<file path="src/rtl/rvs_rt_responder_pkg.sv">
// Shared types and sizing for the RVS retire responder: write-back payload,
// VCSR snapshot layout and default lane/port/FIFO dimensions.
package rvs_rt_responder_pkg;

    localparam int NUM_RT_UOP       = 4;
    localparam int XRF_WR_PORTS     = 2;
    localparam int XWB_DEPTH        = 8;
    localparam int XLEN             = 32;
    localparam int VCSR_VXSAT_WIDTH = 1;
    localparam int XRF_ADDR_W       = 5;

    typedef struct packed {
        logic [XRF_ADDR_W-1:0] rt_index;
        logic [XLEN-1:0]       rt_data;
    } RT2XRF_t;

    typedef struct packed {
        logic [7:0] vstart;
        logic [8:0] vl;
        logic [1:0] vxrm;
        logic       vxsat;
        logic       vma;
        logic       vta;
        logic [2:0] vsew;
        logic [2:0] vlmul;
    } RVVConfigState;

endpackage

</file>
<file path="src/rtl/rvs_rt_responder_if.sv">
// Retire write-back channel from the RVV backend (master) to the scalar side (slave).
// Handshake: a lane transfers in any cycle where its valid and ready are both high;
// ready never depends on valid, and valid/payload may change freely when not transferred.
interface rvs_rt_responder_if;
    import rvs_rt_responder_pkg::*;

    RT2XRF_t [NUM_RT_UOP-1:0] rt_xrf_rvv2rvs;
    logic    [NUM_RT_UOP-1:0] rt_xrf_valid_rvv2rvs;
    logic    [NUM_RT_UOP-1:0] rt_xrf_ready_rvs2rvv;

    modport master (
        output rt_xrf_rvv2rvs,
        output rt_xrf_valid_rvv2rvs,
        input  rt_xrf_ready_rvs2rvv
    );

    modport slave (
        input  rt_xrf_rvv2rvs,
        input  rt_xrf_valid_rvv2rvs,
        output rt_xrf_ready_rvs2rvv
    );

endinterface

</file>
<file path="src/rtl/rvs_xwb_fifo.sv">
// In-order FIFO accepting up to PUSH_W compacted entries and releasing up to POP_W
// entries per cycle; head outputs are plain reads of registered storage.
module rvs_xwb_fifo
    import rvs_rt_responder_pkg::*;
#(
    parameter int DEPTH  = XWB_DEPTH,
    parameter int PUSH_W = NUM_RT_UOP,
    parameter int POP_W  = XRF_WR_PORTS,
    localparam int AW    = $clog2(DEPTH),
    localparam int CW    = $clog2(DEPTH + 1),
    localparam int PCW   = $clog2(PUSH_W + 1),
    localparam int QCW   = $clog2(POP_W + 1)
) (
    input  logic                   clk,
    input  logic                   rst_n,
    input  RT2XRF_t [PUSH_W-1:0]   push_data,
    input  logic    [PCW-1:0]      push_cnt,
    input  logic    [QCW-1:0]      pop_cnt,
    output RT2XRF_t [POP_W-1:0]    head,
    output logic    [CW-1:0]       count
);

    RT2XRF_t        mem [DEPTH];
    logic [AW-1:0]  wptr;
    logic [AW-1:0]  rptr;
    logic [CW-1:0]  count_q;

    // Storage is not reset: entries are only observable below count_q.
    always_ff @(posedge clk) begin
        for (int k = 0; k < PUSH_W; k++) begin
            if (k < int'(push_cnt)) begin
                mem[wptr + AW'(k)] <= push_data[k];
            end
        end
    end

    always_ff @(posedge clk) begin
        if (!rst_n) begin
            wptr    <= '0;
            rptr    <= '0;
            count_q <= '0;
        end else begin
            wptr    <= wptr + AW'(push_cnt);
            rptr    <= rptr + AW'(pop_cnt);
            count_q <= count_q + CW'(push_cnt) - CW'(pop_cnt);
        end
    end

    always_comb begin
        for (int p = 0; p < POP_W; p++) begin
            head[p] = mem[rptr + AW'(p)];
        end
    end

    assign count = count_q;

endmodule

</file>
<file path="src/rtl/rvs_rt_responder.sv">
// Scalar-side retire responder: buffers RVV x-register write-backs, drains them onto
// the scalar XRF write ports in order, and holds sticky vxsat plus the trap VCSR snapshot.
module rvs_rt_responder
    import rvs_rt_responder_pkg::*;
#(
    parameter int RSP_XWB_DEPTH    = XWB_DEPTH,
    parameter int RSP_XRF_WR_PORTS = XRF_WR_PORTS
) (
    input  logic                                        clk,
    input  logic                                        rst_n,
    rvs_rt_responder_if.slave                           rt_xrf,
    output logic [RSP_XRF_WR_PORTS-1:0]                 xrf_wr_valid,
    output logic [RSP_XRF_WR_PORTS-1:0][XRF_ADDR_W-1:0] xrf_wr_addr,
    output logic [RSP_XRF_WR_PORTS-1:0][XLEN-1:0]       xrf_wr_data,
    input  logic [RSP_XRF_WR_PORTS-1:0]                 xrf_wr_ready,
    input  logic [NUM_RT_UOP-1:0]                       wr_vxsat_valid,
    input  logic [NUM_RT_UOP-1:0][VCSR_VXSAT_WIDTH-1:0] wr_vxsat,
    output logic                                        wr_vxsat_ready,
    input  logic                                        csr_vxsat_we,
    input  logic                                        csr_vxsat_wdata,
    output logic                                        vxsat_q,
    input  logic                                        vcsr_valid,
    input  RVVConfigState                               vector_csr,
    output logic                                        vcsr_ready,
    output logic                                        trap_vcsr_valid,
    output RVVConfigState                               trap_vcsr,
    input  logic                                        trap_ack,
    output logic                                        xwb_busy
);

    localparam int CW  = $clog2(RSP_XWB_DEPTH + 1);
    localparam int PCW = $clog2(NUM_RT_UOP + 1);
    localparam int QCW = $clog2(RSP_XRF_WR_PORTS + 1);
    localparam int LW  = $clog2(NUM_RT_UOP);

    logic [CW-1:0]                          count;
    logic [CW-1:0]                          free;
    logic [NUM_RT_UOP-1:0]                  lane_ready;
    logic [NUM_RT_UOP-1:0]                  lane_acc;
    RT2XRF_t [NUM_RT_UOP-1:0]               push_data;
    logic [PCW-1:0]                         push_cnt;
    logic [QCW-1:0]                         pop_cnt;
    RT2XRF_t [RSP_XRF_WR_PORTS-1:0]         head;
    logic                                   pop_run;
    logic                                   sat_any;

    // Credit only the registered occupancy; pops this cycle free space next cycle.
    assign free = CW'(RSP_XWB_DEPTH) - count;

    always_comb begin
        for (int i = 0; i < NUM_RT_UOP; i++) begin
            lane_ready[i] = rst_n && (free >= CW'(i + 1));
        end
    end

    assign rt_xrf.rt_xrf_ready_rvs2rvv = lane_ready;
    assign lane_acc = rt_xrf.rt_xrf_valid_rvv2rvs & lane_ready;

    // Pack accepted lanes densely in ascending lane order.
    always_comb begin
        push_data = '0;
        push_cnt  = '0;
        for (int i = 0; i < NUM_RT_UOP; i++) begin
            if (lane_acc[i]) begin
                push_data[push_cnt[LW-1:0]] = rt_xrf.rt_xrf_rvv2rvs[i];
                push_cnt = push_cnt + PCW'(1);
            end
        end
    end

    always_comb begin
        for (int p = 0; p < RSP_XRF_WR_PORTS; p++) begin
            xrf_wr_valid[p] = (count > CW'(p));
            xrf_wr_addr[p]  = head[p].rt_index;
            xrf_wr_data[p]  = head[p].rt_data;
        end
    end

    // Only the leading run of accepted ports retires, so order is never broken.
    always_comb begin
        pop_cnt = '0;
        pop_run = 1'b1;
        for (int p = 0; p < RSP_XRF_WR_PORTS; p++) begin
            if (pop_run && xrf_wr_valid[p] && xrf_wr_ready[p]) begin
                pop_cnt = pop_cnt + QCW'(1);
            end else begin
                pop_run = 1'b0;
            end
        end
    end

    rvs_xwb_fifo #(
        .DEPTH  (RSP_XWB_DEPTH),
        .PUSH_W (NUM_RT_UOP),
        .POP_W  (RSP_XRF_WR_PORTS)
    ) u_xwb_fifo (
        .clk       (clk),
        .rst_n     (rst_n),
        .push_data (push_data),
        .push_cnt  (push_cnt),
        .pop_cnt   (pop_cnt),
        .head      (head),
        .count     (count)
    );

    assign xwb_busy = (count != '0);

    always_comb begin
        sat_any = 1'b0;
        for (int i = 0; i < NUM_RT_UOP; i++) begin
            sat_any = sat_any | (wr_vxsat_valid[i] & wr_vxsat[i][0]);
        end
    end

    // A scalar CSR write wins over and blocks vector saturation updates.
    assign wr_vxsat_ready = rst_n && !csr_vxsat_we;

    always_ff @(posedge clk) begin
        if (!rst_n) begin
            vxsat_q <= 1'b0;
        end else if (csr_vxsat_we) begin
            vxsat_q <= csr_vxsat_wdata;
        end else if (sat_any) begin
            vxsat_q <= 1'b1;
        end
    end

    assign vcsr_ready = rst_n && (!trap_vcsr_valid || trap_ack);

    always_ff @(posedge clk) begin
        if (!rst_n) begin
            trap_vcsr_valid <= 1'b0;
            trap_vcsr       <= '0;
        end else if (vcsr_valid && vcsr_ready) begin
            trap_vcsr_valid <= 1'b1;
            trap_vcsr       <= vector_csr;
        end else if (trap_ack) begin
            trap_vcsr_valid <= 1'b0;
        end
    end

endmodule

</file>
<file path="src/flat_wrapper.sv">
// flat-port wrapper written by rule: the top's interface ports become plain ports
module rvs_rt_responder_flat import rvs_rt_responder_pkg::*;
#(
    parameter int RSP_XWB_DEPTH    = XWB_DEPTH,
    parameter int RSP_XRF_WR_PORTS = XRF_WR_PORTS
)
  (clk, rst_n, xrf_wr_valid, xrf_wr_addr, xrf_wr_data, xrf_wr_ready, wr_vxsat_valid, wr_vxsat, wr_vxsat_ready, csr_vxsat_we, csr_vxsat_wdata, vxsat_q, vcsr_valid, vector_csr, vcsr_ready, trap_vcsr_valid, trap_vcsr, trap_ack, xwb_busy, rt_xrf_rt_xrf_rvv2rvs, rt_xrf_rt_xrf_valid_rvv2rvs, rt_xrf_rt_xrf_ready_rvs2rvv);
  rvs_rt_responder_if rt_xrf_i ();
  input  logic clk;
  input  logic rst_n;
  output logic [RSP_XRF_WR_PORTS-1:0] xrf_wr_valid;
  output logic [RSP_XRF_WR_PORTS-1:0][XRF_ADDR_W-1:0] xrf_wr_addr;
  output logic [RSP_XRF_WR_PORTS-1:0][XLEN-1:0] xrf_wr_data;
  input  logic [RSP_XRF_WR_PORTS-1:0] xrf_wr_ready;
  input  logic [NUM_RT_UOP-1:0] wr_vxsat_valid;
  input  logic [NUM_RT_UOP-1:0][VCSR_VXSAT_WIDTH-1:0] wr_vxsat;
  output logic wr_vxsat_ready;
  input  logic csr_vxsat_we;
  input  logic csr_vxsat_wdata;
  output logic vxsat_q;
  input  logic vcsr_valid;
  input  RVVConfigState vector_csr;
  output logic vcsr_ready;
  output logic trap_vcsr_valid;
  output RVVConfigState trap_vcsr;
  input  logic trap_ack;
  output logic xwb_busy;
  input wire logic [$bits(rt_xrf_i.rt_xrf_rvv2rvs)-1:0] rt_xrf_rt_xrf_rvv2rvs;
  input wire logic [$bits(rt_xrf_i.rt_xrf_valid_rvv2rvs)-1:0] rt_xrf_rt_xrf_valid_rvv2rvs;
  output wire logic [$bits(rt_xrf_i.rt_xrf_ready_rvs2rvv)-1:0] rt_xrf_rt_xrf_ready_rvs2rvv;
  assign rt_xrf_i.rt_xrf_rvv2rvs = rt_xrf_rt_xrf_rvv2rvs;
  assign rt_xrf_i.rt_xrf_valid_rvv2rvs = rt_xrf_rt_xrf_valid_rvv2rvs;
  assign rt_xrf_rt_xrf_ready_rvs2rvv = rt_xrf_i.rt_xrf_ready_rvs2rvv;
  rvs_rt_responder #(.RSP_XWB_DEPTH(RSP_XWB_DEPTH), .RSP_XRF_WR_PORTS(RSP_XRF_WR_PORTS)) u_core (.clk(clk), .rst_n(rst_n), .rt_xrf(rt_xrf_i), .xrf_wr_valid(xrf_wr_valid), .xrf_wr_addr(xrf_wr_addr), .xrf_wr_data(xrf_wr_data), .xrf_wr_ready(xrf_wr_ready), .wr_vxsat_valid(wr_vxsat_valid), .wr_vxsat(wr_vxsat), .wr_vxsat_ready(wr_vxsat_ready), .csr_vxsat_we(csr_vxsat_we), .csr_vxsat_wdata(csr_vxsat_wdata), .vxsat_q(vxsat_q), .vcsr_valid(vcsr_valid), .vector_csr(vector_csr), .vcsr_ready(vcsr_ready), .trap_vcsr_valid(trap_vcsr_valid), .trap_vcsr(trap_vcsr), .trap_ack(trap_ack), .xwb_busy(xwb_busy));
endmodule
</file>
<file path="config.mk">
export PLATFORM = sky130hd
export DESIGN_NAME = rvs_rt_responder_flat
export DESIGN_NICKNAME = d
export VERILOG_FILES = /design/src/rtl/rvs_rt_responder_pkg.sv /design/src/rtl/rvs_rt_responder_if.sv /design/src/rtl/rvs_xwb_fifo.sv /design/src/rtl/rvs_rt_responder.sv /design/src/flat_wrapper.sv
export SDC_FILE = /design/constraint.sdc
export NUM_CORES = 1
export LEC_CHECK = 0
export BUFFER_PORTS_ARGS = -buffer_cell sky130_fd_sc_hd__buf_2
export CORE_MARGIN = 5
export CORE_UTILIZATION = 40
export DETAILED_ROUTE_END_ITERATION = 16
export PLACE_DENSITY_LB_ADDON = 0.2
export SYNTH_ARGS = -nofsm -noshare
export SYNTH_HDL_FRONTEND = slang
export SYNTH_SLANG_ARGS = --single-unit
</file>
<file path="constraint.sdc">
create_clock -name clk -period 11.4 [get_ports clk]
set_input_delay 0.57 -clock clk [delete_from_list [all_inputs] [get_ports clk]]
set_output_delay 0.57 -clock clk [all_outputs]
set_load 0.005 [all_outputs]
</file>
-- After elaboration in Yosys (flattened, before gate mapping)
Memory sizes are Yosys's and may differ from the RTL's. A register that Yosys moved wholly into a read port is not among the register bits.
Index checks and enable logic that the tools add are counted.
- memories kept: 1
- RAM bits: 296
- output and inout port bits: 113
- flip-flop bits (word level): 40
- input port bits: 196
- word-level logic and storage cells: 103
- bitwise logic cells: 8
- reductions and logical operators: 19
- order comparisons: 16
- add/sub/neg operators: 13
- muxes and demuxes: 33
- memories (name ; depth ; bits a word ; read ports ; clocked after memory_dff ; write ports ; RTL line ; source):
    u_core.u_xwb_fifo.mem ; 8 ; 37 ; 2 ; 1 ; 4 ; rvs_xwb_fifo.sv:23 ; RT2XRF_t mem [DEPTH];
- operator list (kind ; number):
    $bwmux 148 ; 3
    $mux 148 ; 3
    $demux 37 s2 ; 3
    $mux 37 ; 4
    $mux 1 ; 15
    $logic_and 1x1->1 ; 13
    $add 3x1->3 const B ; 4
    $mux 3 ; 4
    $ge 4x2->1 const B ; 2
    $gt 4x1->1 const B ; 2
    $add 3x2->3 const B ; 2
    $lt 1x3->1 const A ; 2
    $lt 2x3->1 const A ; 2
    $lt 2x3->1 const B ; 2
    $add 1x1->2 const B ; 2
    $add 4x3->4 ; 1
    $and 1x1->1 ; 4
    $and 4x4->4 ; 1
    $ge 2x1->1 const B ; 2
    $ge 4x1->1 const B ; 1
    $ge 4x3->1 const B ; 1
    $reduce_bool 2->1 ; 2
    $reduce_bool 4->1 ; 1
    $sub 4x2->4 ; 1
    9 further kinds ; 12

-- Logic depth before layout (Yosys ltp)
- depth after elaboration: 15
- depth in mapped cells: 21
- gate-level depth less buffers: 18

-- Cells and area by module
Synthesis repeated with hierarchy kept, for this count alone.
- cell total of the unflattened synthesis: 2534
- area, all modules: 26447.9 um2
- modules (own cells, without submodules) (module ; area each (um2) ; sequential area each (um2) ; times used ; cells each):
    rvs_xwb_fifo ; 21842.2 ; 9088.7 ; 1 ; 1939
    rvs_rt_responder ; 4605.7 ; 600.6 ; 1 ; 595

-- Worst setup path before layout
No wires, ideal clock.
- kind: register -> register
- from: reg u_core.u_xwb_fifo.count_q[1] (netlist: u_core.u_xwb_fifo.count[1])
- to: mem u_core.u_xwb_fifo.mem[0][0] (netlist name) (enable)
- cell stages (with the launch flop): 16
- buffers on the path: 3
- required time: 10.840 ns
- library setup time: 0.560 ns
- period minus slack after synthesis: 8.309 ns
- arrival time: 7.748 ns
- slack: 3.091 ns
- cell sequence: dfxtp_1 inv_1 ha_1 nor2b_1 nand3_1 o221ai_1 clkbuf_1 buf_1 ha_1 clkbuf_1 xnor2_1 ha_1 inv_1 a41oi_1 nor3_1 o311ai_0
- RTL lines (element ; RTL line ; source):
    from (decl) ; rvs_xwb_fifo.sv:26 ; logic [CW-1:0] count_q;
    from (signal assigned) ; rvs_xwb_fifo.sv:45 ; count_q <= count_q + CW'(push_cnt) - CW'(pop_cnt);
    to (decl) ; rvs_xwb_fifo.sv:23 ;

==> impl_metrics.csv <==
group,metric,value,unit
logic_synthesis,ys.flop_type,"edfxtp_1",
route,routedWlPerCell,32.6,um
die,pin_count,309,
logic_synthesis,synthCells,2270,
die,die_w,267,um
placed_design,gp_congestion,0.895,
logic_synthesis,ys_ff_latch,336,
cts,cts.sinks,336,
setup_path,r2r-end,"u_core.u_xwb_fifo.mem[7][19]",
sta,rsz0062_at_grt,"false",
die,core,65600,sq um
cts,htreeDepth,2,
logic_synthesis,synth_edf_count,296,
sta,slew_violations,0,
route,viasPerCell,6.99,
finish,drive_above_1_share,0.339,
sta,tightestPinTransition,1.16,ns
logic_synthesis,synth.net_count,2488,
sta,fin_crit_sh,0.524,
global_routing,grt_start_max_net_pins,61,
route,post-route-drc-count,0,
die,die_area,71300,sq um
sta,setup_viol,0,
placed_design,dp_hpwl,67500,um
global_routing,antenna_found_initial,4,
cts,cts_tree,"built",
hold_path,whs_endpoint,"u_core.trap_vcsr[18]",
route,first_pass_iters,8,
cts,clkLatencyLatePin,0.59,ns
power_and_ir_drop,p_leak,0.0128,uW
setup_path,r2r_cells,14,
logic_synthesis,seq_area_frac_synth,0.367,
placed_design,numPortBuffers,308,
cts,post-cts-setup-buffers,0,
finish,layout_commonest_cell,"buf_2",
logic_synthesis,async_flop_share,0,
sta,max_freq,0.167,GHz
logic_synthesis,netlist_area,26400,sq um
cts,clk_pin_slew_worst_paths,0.06,ns
setup_path,crit_required,11.67,ns
die,fp-row-count,94,
die,die-height,267,um
setup_path,worst_setup_path_start_kind,"flip-flop",
cts,root_buffer,"clkbuf_16",
hold_path,hp-start,"vector_csr[18]",
sta,fin_tns_setup,0,ns
flow_run,drv_cap,0,
route,vias,23600,
logic_synthesis,syn_area_per_cell,11.6,sq um
run_status,status,"complete, no violations",
route,routed_wl,110000,um
sta,max_slew_margin,0.225,
die,initial_utilization,0.403,
logic_synthesis,synth.distinct_cells,69,
setup_path,r2r_start,"u_core.u_xwb_fifo.count[1]",
power_and_ir_drop,powerDensity,276,nW/um^2
sta,fin_crit,5.98,ns
cts,clockBufferDepth,3,
sta,clock_skew,0.0300,ns
sta,hold_viol_final,0,
sta,holdWs,0.181,ns
setup_path,path_max_fanout,40,
hold_path,hold_depth,3,
route,drtAntennaViolNets,0,
hold_path,hp-class,"in2reg",
power_and_ir_drop,max-vdd-ir-drop,182,uV
global_routing,grtUsageTotal,0.295,
cts,cts_hold_buffers,0,
setup_path,endpoint_kind,"flip-flop",
global_routing,grt_pass1_wl,159000,um
setup_path,critPathArrivalTime,6.25,ns
finish,area_growth,14.0,%
setup_path,reg2reg_slack,5.42,ns
setup_path,crit_type,"reg2reg",
logic_synthesis,ys_warn_count,0,
cts,cts_made_buffers,40,
route,drtIter0Drc,3010,
cts,ctsResizeCount,0,
global_routing,gr-total-overflow,0,
global_routing,grt_pass1_vias,23900,
finish,layout_common_cells,"buf_2, mux2i_1, edfxtp_1",
finish,fin_nets,2689,
## flip-flops by register name, indices dropped and copies added (netlist names)
| name | count |
|---|---|
| u_core.trap_vcsr | 28 |
| u_core.trap_vcsr_valid | 1 |
| u_core.u_xwb_fifo.count | 4 |
| u_core.u_xwb_fifo.mem | 296 |
| u_core.u_xwb_fifo.rptr | 3 |
| u_core.u_xwb_fifo.wptr | 3 |
| u_core.vxsat_q | 1 |
## logic make-up after synthesis
family / count (synthesis) / share of synthesized area
adders and majority gates: 22 / 0.0116
xor gates and xnor gates: 13 / 0.00431
and+or+nand+nor: 487 / 0.0771
muxes: 631 / 0.318
AOI/OAI and AO/OA: 540 / 0.178
DFF: 336 / 0.367
buffers and inverters: 241 / 0.0444
## worst max path at each step
stage | startpoint | to | slack, ns | cells past startpoint
after floorplan | u_core.u_xwb_fifo.count[1] | u_core.u_xwb_fifo.mem[0][0] | 3.09 | 15
after global placement | rst_n | u_core.u_xwb_fifo.mem[1][14] | 5.64 | 14
after detailed placement | u_core.u_xwb_fifo.count[1] | u_core.u_xwb_fifo.mem[7][14] | 5.50 | 14
after CTS | u_core.u_xwb_fifo.count[1] | u_core.u_xwb_fifo.mem[7][19] | 5.48 | 14
after global routing | u_core.u_xwb_fifo.count[1] | u_core.u_xwb_fifo.mem[2][32] | 5.19 | 14
final | u_core.u_xwb_fifo.count[1] | u_core.u_xwb_fifo.mem[7][19] | 5.42 | 14
## area by class of cell
type / count / area (sq um)
Antenna cell: 4 / 10.0
Tap cell: 864 / 1080
Fill cell: 6066 / 35500
Clock buffer: 51 / 1120
Clock inverter: 21 / 156
Inverter: 27 / 101
Multi-Input combinational cell: 1693 / 15900
Timing Repair Buffer: 373 / 2030
Sequential cell: 336 / 9700
## Yosys cell counts, drive strengths merged (4+ instances only)
master,instances,area [sq um]
o211ai,5,37.5
nor3,17,150
a221oi,233,2070
o31ai,10,199
a22o,73,639
or2,4,27.5
nand3,12,60.1
mux4,148,3330
clkbuf,109,409
xnor2,8,70.1
fa,4,80.1
buf,105,662
and3,7,43.8
a22oi,38,285
dfxtp,40,801
a31oi,10,68.8
mux2i,300,3010
inv,25,93.8
nor2,256,961
nand2,165,619
ha,18,225
o21ai,38,194
and2,9,56.3
o311ai,6,52.6
edfxtp,296,8890
or3,7,48.8
o221ai,65,569
o2bb2ai,37,324
xor2,5,43.8
a21oi,6,30.0
nand2b,5,33.8
mux2,183,2060
## critical path: stages, from the launching register on
cell	delay, ns
dfxtp_1	0.35
inv_1	0.13
ha_1	0.23
nor2b_1	0.25
nand3_1	0.27
o221ai_4	0.25
buf_4	0.58
ha_1	0.44
xnor2_1	0.45
ha_1	0.33
o22a_2	0.30
o31a_2	0.65
nor3_4	0.82
buf_4	0.41
a221oi_1	0.14
## per-stage QoR
step / cell area [sq um] / util / std cells / worst slack (ns) / power (uW)
floorplan: 26400 / - / 2270 / 3.09 / 5320
global placement: 28800 / 0.439 / 3293 / 5.64 / 6850
detailed placement: 28800 / 0.439 / 3293 / 5.50 / 6960
CTS: 30100 / 0.459 / 3365 / 5.48 / 8250
global route: 30100 / 0.459 / 3366 / 5.19 / 8650
finish: 30100 / 0.459 / 3369 / 5.42 / 8300
## metal layers
layer	up-vias	GRT usage	wire, um
li1	9716	-	-
met1	11800	0.379	40700
met2	1674	0.477	51500
met3	396	0.0622	11700
met4	0	0.140	6120
met5	-	0	0
## where the power goes
part | switching [uW] | internal, uW
sequential | 273 | 2020
combinational | 2620 | 2100
clock | 551 | 741
total | 3440 | 4860
Note: power is estimated with default switching activity, not from simulation.
